--- config.mk ---
export PLATFORM = sky130hd
export DESIGN_NAME = div_seq_flat
export DESIGN_NICKNAME = d
export VERILOG_FILES = /design/src/rtl/div_seq_pkg.sv /design/src/rtl/div_seq_if.sv /design/src/rtl/div_seq.sv /design/src/flat_wrapper.sv
export SDC_FILE = /design/constraint.sdc
export NUM_CORES = 1
export LEC_CHECK = 0
export ABC_AREA = 1
export CAP_MARGIN = 10
export CELL_PAD_IN_SITES_DETAIL_PLACEMENT = 1
export CELL_PAD_IN_SITES_GLOBAL_PLACEMENT = 1
export CORE_UTILIZATION = 38
export CTS_CLUSTER_DIAMETER = 60
export DETAILED_ROUTE_END_ITERATION = 16
export GPL_ROUTABILITY_DRIVEN = 0
export GPL_TIMING_DRIVEN = 0
export PLACE_DENSITY_LB_ADDON = 0.05
export SLEW_MARGIN = 10
export SYNTH_ARGS = -nofsm -noshare
export SYNTH_HDL_FRONTEND = slang
export SYNTH_SLANG_ARGS = --single-unit
--- constraint.sdc ---
create_clock -name clk -period 2.5 [get_ports clk]
set_input_delay 0.625 -clock clk [delete_from_list [all_inputs] [get_ports clk]]
set_output_delay 0.625 -clock clk [all_outputs]
set_load 0.05 [all_outputs]
--- src/rtl/div_seq_pkg.sv ---
// Shared encodings for the RV32M divide sequencer: ALU opcode, divide ops, FSM states.
package div_seq_pkg;

   localparam int DIV_W = 32;

   // Shared ALU opcode; the sequencer only ever asks for a subtract.
   localparam logic [3:0] ALU_SUB = 4'b1000;

   typedef enum logic [1:0] {
      DIV_OP_DIV  = 2'b00,
      DIV_OP_DIVU = 2'b01,
      DIV_OP_REM  = 2'b10,
      DIV_OP_REMU = 2'b11
   } div_op_e;

   typedef enum logic [2:0] {
      S_IDLE    = 3'd0,
      S_SPECIAL = 3'd1,
      S_NEG_A   = 3'd2,
      S_NEG_B   = 3'd3,
      S_ITER    = 3'd4,
      S_FIX     = 3'd5,
      S_DONE    = 3'd6
   } div_state_e;

endpackage

--- src/rtl/div_seq_if.sv ---
// Request/response and borrowed-ALU signals between the execute stage and div_seq.
interface div_seq_if;
   import div_seq_pkg::*;

   logic                start;
   div_op_e             op;
   logic [DIV_W-1:0]    dividend;
   logic [DIV_W-1:0]    divisor;
   logic                flush;
   logic                busy;
   logic                done;
   logic [DIV_W-1:0]    result;
   logic                alu_req;
   logic [3:0]          alu_ctrl_o;
   logic [DIV_W-1:0]    alu_a_o;
   logic [DIV_W-1:0]    alu_b_o;
   logic [DIV_W-1:0]    alu_result_i;

   modport slave (
      input  start, op, dividend, divisor, flush, alu_result_i,
      output busy, done, result, alu_req, alu_ctrl_o, alu_a_o, alu_b_o
   );

   modport master (
      output start, op, dividend, divisor, flush, alu_result_i,
      input  busy, done, result, alu_req, alu_ctrl_o, alu_a_o, alu_b_o
   );

endinterface

--- src/rtl/div_seq.sv ---
// Multi-cycle DIV/DIVU/REM/REMU sequencer: restoring division using the core's shared ALU
// for every subtract/negate, with a fixed 36-cycle latency for the non-special path.
module div_seq
   import div_seq_pkg::*;
#(
   parameter int XLEN  = 32,
   parameter int ITERS = 32
) (
   input  logic      clk,
   input  logic      rst_n,
   div_seq_if.slave  bus
);

   div_state_e         state, state_nxt;
   div_op_e            op_r;
   logic [XLEN-1:0]    a_r, b_r;
   logic [XLEN-1:0]    rem, quo, dmag, res_r;
   logic [4:0]         cnt;

   logic [XLEN-1:0]    rp, fix_v, alu_a, alu_b;
   logic               ge, fix_neg, sgn, special, accept, alu_req, done;

   localparam logic [XLEN-1:0] INT_MIN = {1'b1, {(XLEN-1){1'b0}}};

   assign sgn     = ~op_r[0];
   assign accept  = bus.start & ~bus.flush;
   assign special = (bus.divisor == '0) ||
                    (~bus.op[0] && bus.dividend == INT_MIN && bus.divisor == '1);

   // The shifted-out remainder MSB is the 33rd compare bit; the ALU handles the wrap.
   assign rp      = {rem[XLEN-2:0], quo[XLEN-1]};
   assign ge      = rem[XLEN-1] | (rp >= dmag);
   assign fix_v   = op_r[1] ? rem : quo;
   assign fix_neg = ((op_r == DIV_OP_DIV) && (a_r[XLEN-1] ^ b_r[XLEN-1])) ||
                    ((op_r == DIV_OP_REM) && a_r[XLEN-1]);

   always_ff @(posedge clk) begin
      if (!rst_n) state <= S_IDLE;
      else        state <= state_nxt;
   end

   always_comb begin
      state_nxt = state;
      alu_req   = 1'b0;
      alu_a     = '0;
      alu_b     = '0;
      done      = 1'b0;
      case (state)
         S_IDLE:    if (accept) state_nxt = special ? S_SPECIAL : S_NEG_A;
         S_SPECIAL: state_nxt = S_DONE;
         S_NEG_A: begin
            alu_req   = 1'b1;
            alu_b     = a_r;
            state_nxt = S_NEG_B;
         end
         S_NEG_B: begin
            alu_req   = 1'b1;
            alu_b     = b_r;
            state_nxt = S_ITER;
         end
         S_ITER: begin
            alu_req = 1'b1;
            alu_a   = rp;
            alu_b   = dmag;
            if (cnt == 5'(ITERS-1)) state_nxt = S_FIX;
         end
         S_FIX: begin
            alu_req   = 1'b1;
            alu_b     = fix_v;
            state_nxt = S_DONE;
         end
         S_DONE: begin
            done      = ~bus.flush;
            state_nxt = S_IDLE;
         end
         default:   state_nxt = S_IDLE;
      endcase
      if (bus.flush && state != S_IDLE) state_nxt = S_IDLE;
   end

   // Flush freezes every datapath register; in IDLE it also blocks accept.
   always_ff @(posedge clk) begin
      if (!rst_n) begin
         op_r  <= DIV_OP_DIV;
         a_r   <= '0;
         b_r   <= '0;
         rem   <= '0;
         quo   <= '0;
         dmag  <= '0;
         res_r <= '0;
         cnt   <= '0;
      end else if (!bus.flush) begin
         case (state)
            S_IDLE: if (accept) begin
               op_r <= bus.op;
               a_r  <= bus.dividend;
               b_r  <= bus.divisor;
               rem  <= '0;
               quo  <= '0;
               dmag <= '0;
               cnt  <= '0;
            end
            S_SPECIAL: begin
               if (b_r == '0) res_r <= op_r[1] ? a_r : '1;
               else           res_r <= op_r[1] ? '0  : INT_MIN;
            end
            S_NEG_A: quo  <= (sgn && a_r[XLEN-1]) ? bus.alu_result_i : a_r;
            S_NEG_B: dmag <= (sgn && b_r[XLEN-1]) ? bus.alu_result_i : b_r;
            S_ITER: begin
               rem <= ge ? bus.alu_result_i : rp;
               quo <= {quo[XLEN-2:0], ge};
               cnt <= cnt + 5'd1;
            end
            S_FIX:   res_r <= fix_neg ? bus.alu_result_i : fix_v;
            default: ;
         endcase
      end
   end

   assign bus.busy       = (state != S_IDLE);
   assign bus.done       = done;
   assign bus.result     = res_r;
   assign bus.alu_req    = alu_req;
   assign bus.alu_ctrl_o = ALU_SUB;
   assign bus.alu_a_o    = alu_a;
   assign bus.alu_b_o    = alu_b;

endmodule

--- src/flat_wrapper.sv ---
// flat-port wrapper written by rule: the top's interface ports become plain ports
module div_seq_flat import div_seq_pkg::*;
#(
   parameter int XLEN  = 32,
   parameter int ITERS = 32
)
  (clk, rst_n, bus_start, bus_op, bus_dividend, bus_divisor, bus_flush, bus_alu_result_i, bus_busy, bus_done, bus_result, bus_alu_req, bus_alu_ctrl_o, bus_alu_a_o, bus_alu_b_o);
  div_seq_if bus_i ();
  input  logic clk;
  input  logic rst_n;
  input wire logic [$bits(bus_i.start)-1:0] bus_start;
  input wire logic [$bits(bus_i.op)-1:0] bus_op;
  input wire logic [$bits(bus_i.dividend)-1:0] bus_dividend;
  input wire logic [$bits(bus_i.divisor)-1:0] bus_divisor;
  input wire logic [$bits(bus_i.flush)-1:0] bus_flush;
  input wire logic [$bits(bus_i.alu_result_i)-1:0] bus_alu_result_i;
  output wire logic [$bits(bus_i.busy)-1:0] bus_busy;
  output wire logic [$bits(bus_i.done)-1:0] bus_done;
  output wire logic [$bits(bus_i.result)-1:0] bus_result;
  output wire logic [$bits(bus_i.alu_req)-1:0] bus_alu_req;
  output wire logic [$bits(bus_i.alu_ctrl_o)-1:0] bus_alu_ctrl_o;
  output wire logic [$bits(bus_i.alu_a_o)-1:0] bus_alu_a_o;
  output wire logic [$bits(bus_i.alu_b_o)-1:0] bus_alu_b_o;
  assign bus_i.start = bus_start;
  assign bus_i.op = bus_op;
  assign bus_i.dividend = bus_dividend;
  assign bus_i.divisor = bus_divisor;
  assign bus_i.flush = bus_flush;
  assign bus_i.alu_result_i = bus_alu_result_i;
  assign bus_busy = bus_i.busy;
  assign bus_done = bus_i.done;
  assign bus_result = bus_i.result;
  assign bus_alu_req = bus_i.alu_req;
  assign bus_alu_ctrl_o = bus_i.alu_ctrl_o;
  assign bus_alu_a_o = bus_i.alu_a_o;
  assign bus_alu_b_o = bus_i.alu_b_o;
  div_seq #(.XLEN(XLEN), .ITERS(ITERS)) u_core (.clk(clk), .rst_n(rst_n), .bus(bus_i));
endmodule
==> results of run 1 <==
stage by stage:
stage / worst slack [ps] / instances / hold slack (ps)
after floorplan: -115 / 1807 / 439
after global placement: -1340 / 2402 / 453
after detailed placement: -1390 / 2402 / 460
after CTS: -234 / 2482 / 467
after global routing: -230 / 2494 / 491
final: -238 / 2495 / 477
power by group:
group	internal, uW	switching [uW]	leakage (uW)	total, uW
clock	2540	1640	0.000461	4190
sequential	3600	373	0.00165	3970
combinational	1620	3340	0.00465	4960
layout make-up:
| cell class | instances | area, um^2 |
|---|---|---|
| clock buffers | 39 | 803 |
| clock inverters | 10 | 139 |
| multi-input cells | 1231 | 7360 |
| flip-flops and latches | 202 | 4060 |
| inverters | 235 | 913 |
| diodes | 1 | 2.50 |
| plain buffers | 136 | 925 |
| repair buffers | 245 | 2660 |
| well taps | 396 | 495 |
| fillers | 3840 | 13300 |
state kept, by name, summed over array words and instances, names as in the netlist:
name               count
u_core.state           3
u_core.cnt             5
u_core.a_r            32
u_core.quo            32
u_core.b_r            32
u_core.dmag           32
u_core.op_r            2
u_core.bus.result     32
u_core.rem            32
synthesized netlist by cell type (7+ instances only):
| master | n | area [um^2] |
|---|---|---|
| buf_2 | 30 | 150 |
| nor4_1 | 23 | 144 |
| inv_2 | 8 | 30.0 |
| o21ai_1 | 78 | 390 |
| inv_1 | 226 | 848 |
| buf_4 | 7 | 52.6 |
| o21a_1 | 33 | 248 |
| nor3_1 | 8 | 40.0 |
| clkbuf_1 | 99 | 372 |
| a21oi_1 | 170 | 851 |
| dfxtp_1 | 202 | 4040 |
| nor2_1 | 147 | 552 |
| o221ai_1 | 22 | 193 |
| nand3_1 | 133 | 666 |
| o22ai_1 | 38 | 238 |
| o21ai_0 | 163 | 816 |
| ha_1 | 34 | 425 |
| o211ai_1 | 61 | 458 |
| a22oi_1 | 21 | 158 |
| nand4_1 | 12 | 75.1 |
| nand2_1 | 270 | 1010 |
routing by layer:
layer | wire, um | track usage
met5 | 0 | 0
met4 | 2520 | 0.166
met1 | 26100 | 0.532
met3 | 6990 | 0.0770
met2 | 28400 | 0.603
worst max-delay path: cells and delay by family (launching register included):
kind | cells | cell delay (ps)
buffers and inverters | 4 | 560
flip-flops | 1 | 360
AO/OA/AOI/OAI | 3 | 330
AND/OR/NAND/NOR | 2 | 290
timing repair:
item | in CTS | in global routing
buffers inserted | 27 | 12
pin swaps | 21 | 16
cloned | 5 | 3
gates resized for setup | 696 | 104
setup endpoints to repair | 130 | 142
worst paths after layout:
check | startpoint | endpoint | slack (ps)
worst max register to register | u_core.state[1] | u_core.quo[21] | 50
worst min register to register | u_core.quo[4] | u_core.quo[4] | 480
worst min-delay path | u_core.quo[4] | u_core.quo[4] | 480
worst max-delay path | u_core.state[1] | bus_alu_b_o[16] | -240
cell families (layout without fill, tap and decap cells):
| family | count (synthesis) | count (layout) | share of synthesized area |
|---|---|---|---|
| buf+inv | 374 | 665 | 0.124 |
| flops | 202 | 202 | 0.340 |
| other cells | 2 | 5 | 0.000632 |
| fa+ha+maj | 34 | 34 | 0.0358 |
| simple gates | 602 | 602 | 0.215 |
| compound gates | 591 | 591 | 0.285 |
==> summary.md, run 1 <==
| Metric | Value |
|---|---|
| Global route overflow | `0` |
| Antenna violations before repair | `0` |
| Synthesized area per cell | `6.59 um^2` |
| First-pass GRT wire length | `93200 um` |
| Most common cell after layout, fill and taps aside | `nand2_1` |
| Final hold viol count | `0` |
| Clk_lat worst skew | `560 ps` |
| Row cnt | `64` |
| Fmax | `365 MHz` |
| Number of flops mapped to enable cells by yosys | `0` |
| Final period utilization | `1.10` |
| Post-DP HPWL | `46400 um` |
| Placement Cell Area | `14500 um^2` |
| Share of layout cells above drive strength 1 | `0.174` |
| DRT Pass-1 Iters | `5` |
| Root buffer cell | `clkbuf_16` |
| # Max-Cap Violations | `0` |
| Async set-reset flop share out of synthesis | `0` |
| CP Data Required Time | `1880 ps` |
| Die Span Y | `179 um` |
| RSZ-0062 raised after global routing | `yes` |
| Clk slew on worst S/H paths | `60 ps` |
| Worst setup EP type | `output pin` |
| Initial core utilization | `0.388` |
| Clk_skew | `18.3 ps` |
| Tmin final | `2740 ps` |
| Reg2Reg Depth | `11` |
| Area of the core | `30700 um^2` |
| Total die area | `32000 um^2` |
| Main synth FF type | `dfxtp_1` |
| Sum of negative setup slack | `-7160 ps` |
| Hold depth | `2` |
| Sequential-to-total area share from yosys stat | `0.340` |
| Power Total | `13100 uW` |
| Vias | `15190` |
| Area delta synth->final | `46.0%` |
| Initial drt markers | `1720` |
| Ports | `205` |
| CP startpoint kind | `flip-flop` |
| Status | `finished, violations left` |
| Crit-path max cell delay | `360 ps` |
| Die width | `179 um` |
| Failing checks | `setup timing` |
| Clk sinks | `202` |
| Pin count of the biggest net entering global routing | `14` |
| CTS Buf Count | `28` |
| Vias per cell | `6.09` |
| H-tree depth | `1` |
| Crit path DAT | `2110 ps` |
| Setup slack after layout | `-238 ps` |
| Most frequent cells in the layout | `nand2_1, inv_1, dfxtp_1, a21oi_1, o21ai_0` |
| Design Area, Final | `17400 um^2` |
| Nets@finish | `2215` |
| Count of cell types in the netlist | `33` |
| Flops & latches, synth | `202` |
| Yosys warning count | `0` |
| P_leak | `0.00677 uW` |
| GR Util All Layers | `0.393` |
| Setup CP Type | `reg2out` |
| Count of final setup violators | `64` |
| DRC violations left | `0` |
| CTS tree | `yes` |
| Fin. max-slew vios | `0` |
| Max Buffers Root-to-Sink | `3` |
| Mapped cell area | `11900 um^2` |
| Max transition margin | `0.259` |
| Pwr Density | `756 nW/um^2` |
| Hold crit path type | `reg2reg` |
| Worst Tran Pin Value | `1110 ps` |
| Worst ir drop on vdd | `0.000546 V` |
| DR WL/cell | `25.7 um` |
| Syn Inst Count | `1805` |
| Cts hold-fix bufs | `0` |
| Number of I/O port buffers | `199` |
| Finished Core Util | `0.566` |
| Crit path cell chain | `inv_4 -> nand2_8 -> nor2_4 -> inv_6 -> clkbuf_16 -> o22ai_4 -> a21oi_2 -> o21ai_2 -> buf_6` |
| Number of global-route vias before repair | `15067` |
| Total wire length | `64100 um` |
| Routed Antenna Nets | `0` |
| Crit-path slowest cell | `dfxtp_4` |
| CP Max Fanout | `7` |
Power figures use the tool's default switching activity.
==> run 2: changes to the inputs <==
--- a/config.mk
+++ b/config.mk
@@ -6,11 +6,11 @@
 export NUM_CORES = 1
 export LEC_CHECK = 0
 export ABC_AREA = 1
+export ABC_CLOCK_PERIOD_IN_PS = 2500
 export CAP_MARGIN = 10
 export CELL_PAD_IN_SITES_DETAIL_PLACEMENT = 1
 export CELL_PAD_IN_SITES_GLOBAL_PLACEMENT = 1
 export CORE_UTILIZATION = 38
-export CTS_CLUSTER_DIAMETER = 60
 export DETAILED_ROUTE_END_ITERATION = 16
 export GPL_ROUTABILITY_DRIVEN = 0
 export GPL_TIMING_DRIVEN = 0
==> run 2 against run 1 <==
  * The run still ends with setup timing left
  * Global-route usage fell by 0.57 points
  * Via count fell by 0.82%
  * Final cell count fell by 0.76%
  * Core utilization fell by 1.9 points
  * Final area fell by 3.3%
  * Die area did not move
  * Sequential power barely moved
  * Worst hold slack improved by 0.57 ps
  * Clock power fell by 12%
  * Register-to-register slack improved by 70 ps
  * Clock-buffer cell count did not move
  * Critical path type unchanged
  * Largest cell class unchanged
  * Highest routed layer is now met5
==> summary.md, run 2 (synthesized netlist as in run 1, its figures left out) <==
| Metric | Value |
|---|---|
| Status | `finished, violations left` |
| Failing checks | `setup timing` |
| Nets@finish | `2201 (-0.63%)` |
| Total wire length | `63000 um (-1.6%)` |
| Number of global-route vias before repair | `14711 (-2.4%)` |
| Met2 routed WL | `27200 um (-4.3%)` |
| Share of layout cells above drive strength 1 | `0.159 (-0.0157)` |
| Fill cell count | `3903 (+1.6%)` |
| First-pass GRT wire length | `91700 um (-1.6%)` |
| Pwr Density | `741 nW/um^2 (-1.9%)` |
| Row cnt | `64 (unchanged)` |
| Final period utilization | `1.11 (+0.0184)` |
| Worst ir drop on vdd | `0.000441 V (-19%)` |
| Clk slew on worst S/H paths | `60 ps (about the same)` |
| Hold Slack | `477 ps (+0.573 ps)` |
| Power Total | `12400 uW (-5.2%)` |
| Die width | `179 um (unchanged)` |
| Met3 wire len | `7000 um (+0.13%)` |
| Most frequent cells in the layout | `nand2_1, inv_1, dfxtp_1, a21oi_1, o21ai_0` |
| Setup slack after layout | `-284 ps (-45.9 ps)` |
| CP Max Fanout | `7 (unchanged)` |
| DRC violations left | `0 (unchanged)` |
| Post-DP HPWL | `46400 um (unchanged)` |
| Worst setup EP type | `output pin` |
| Worst Tran Pin Value | `1170 ps (+60.3 ps)` |
| CP Data Required Time | `1880 ps (about the same)` |
| Routed Antenna Nets | `0 (unchanged)` |
| DRT met1 WL | `26000 um (-0.43%)` |
| Max transition margin | `0.219 (-0.0402)` |
| Initial drt markers | `1478 (-14%)` |
| Global route overflow | `0 (unchanged)` |
| Post-Place Worst Slack | `-1390 ps (unchanged)` |
| CP startpoint kind | `flip-flop` |
| Total die area | `32000 um^2 (unchanged)` |
| Top layer in use | `met5` |
| RSZ-0062 raised after global routing | `yes` |
| Register area | `4060 um^2 (unchanged)` |
| Area of the core | `30700 um^2 (unchanged)` |
| GR Util All Layers | `0.387 (-0.00569)` |
| CTS tree | `yes` |
| CTS Buf Count | `26 (-7.1%)` |
| Tmin final | `2780 ps (+45.9 ps)` |
| Fin. max-slew vios | `0 (unchanged)` |
| Clk sinks | `202 (unchanged)` |
| Crit path DAT | `2160 ps (+50 ps)` |
| Number of I/O port buffers | `199 (unchanged)` |
| Initial core utilization | `0.388 (unchanged)` |
| Area delta synth->final | `41.1%` |
| Multi-input combinational cell area | `7170 um^2 (-2.6%)` |
| Ports | `205 (unchanged)` |
| Die Span Y | `179 um (unchanged)` |
| Fmax | `359 MHz (-1.6%)` |
| H-tree depth | `1 (unchanged)` |
| Root buffer cell | `clkbuf_16` |
| Most common cell after layout, fill and taps aside | `nand2_1` |
| Hold crit path type | `reg2reg` |
| Antenna violations before repair | `2 (+2)` |
| Count of final setup violators | `62 (-3.1%)` |
| Vias | `15066 (-0.82%)` |
| Clk_skew | `14.7 ps (-3.56 ps)` |
| Vias per cell | `6.08 (about the same)` |
| # Max-Cap Violations | `0 (unchanged)` |
| DRT Pass-1 Iters | `5 (unchanged)` |
| Pin count of the biggest net entering global routing | `13 (-1)` |
| Final hold viol count | `0 (unchanged)` |
| DR WL/cell | `25.5 um (-0.87%)` |
| Max Buffers Root-to-Sink | `3 (unchanged)` |
| Setup CP Type | `reg2out` |
| Cts hold-fix bufs | `0 (unchanged)` |
| Clk_lat worst skew | `540 ps (-20 ps)` |
| P_leak | `0.00655 uW (-3.2%)` |
==> run 2: final cells by class <==
type	count	area share
Inverter	235	0.0543
Multi-Input combinational cell	1231	0.428
Timing Repair inverter	1	0.000373
Tap cell	396	0.0295
Timing Repair Buffer	233	0.149
Sequential cell	202	0.242
Antenna cell	1	0.000149
Clock inverter	3	0.000895
Clock buffer	39	0.0471
Buffer	135	0.0488
==> run 2: per-stage QoR <==
step	std cells	setup TNS, ps	cell area [um^2]	utilization
floorplan	1807	-2290	12000	-
global placement	2402	-99520	14500	0.472
detailed placement	2402	-105020	14500	0.472
CTS	2472	-6820	16400	0.535
global route	2475	-9680	16800	0.547
finish	2476	-8150	16800	0.547
==> run 2: per-layer routing <==
layer,GRT usage,vias up
met3,0.0791,198
met5,0,-
met2,0.595,979
met1,0.529,7240
li1,-,6645
met4,0.145,4
==> run 2: critical path, stage by stage (launching register included) <==
cell	delay, ps
dfxtp_4	370
inv_4	80
nand2_8	70
nor2_4	250
inv_6	100
clkbuf_16	190
o22ai_2	150
a21oi_2	80
o21ai_2	120
buf_6	200
==> run 2: where the power goes <==
part / internal, uW / switching [uW] / leakage [uW]
logic: 1540 / 3240 / 0.00449
clock network: 2150 / 1540 / 0.000401
registers: 3600 / 366 / 0.00165
total: 7290 / 5140 / 0.00655
==> run 2: path summary, 6_finish.rpt <==
path	start	to	slack [ps]	cells after the start
setup / recovery	u_core.state[1]	bus_alu_b_o[16]	-280	9
hold / removal	u_core.quo[4]	u_core.quo[4]	480	2
setup reg to reg	u_core.dmag[30]	u_core.rem[15]	120	12
hold reg to reg	u_core.quo[4]	u_core.quo[4]	480	2
==> run 2: what timing repair did <==
action,4_1_cts,5_1_grt
cloned,6,0
setup endpoints to repair,130,113
pin swaps,8,18
buffers inserted,24,10
resized for setup,637,101
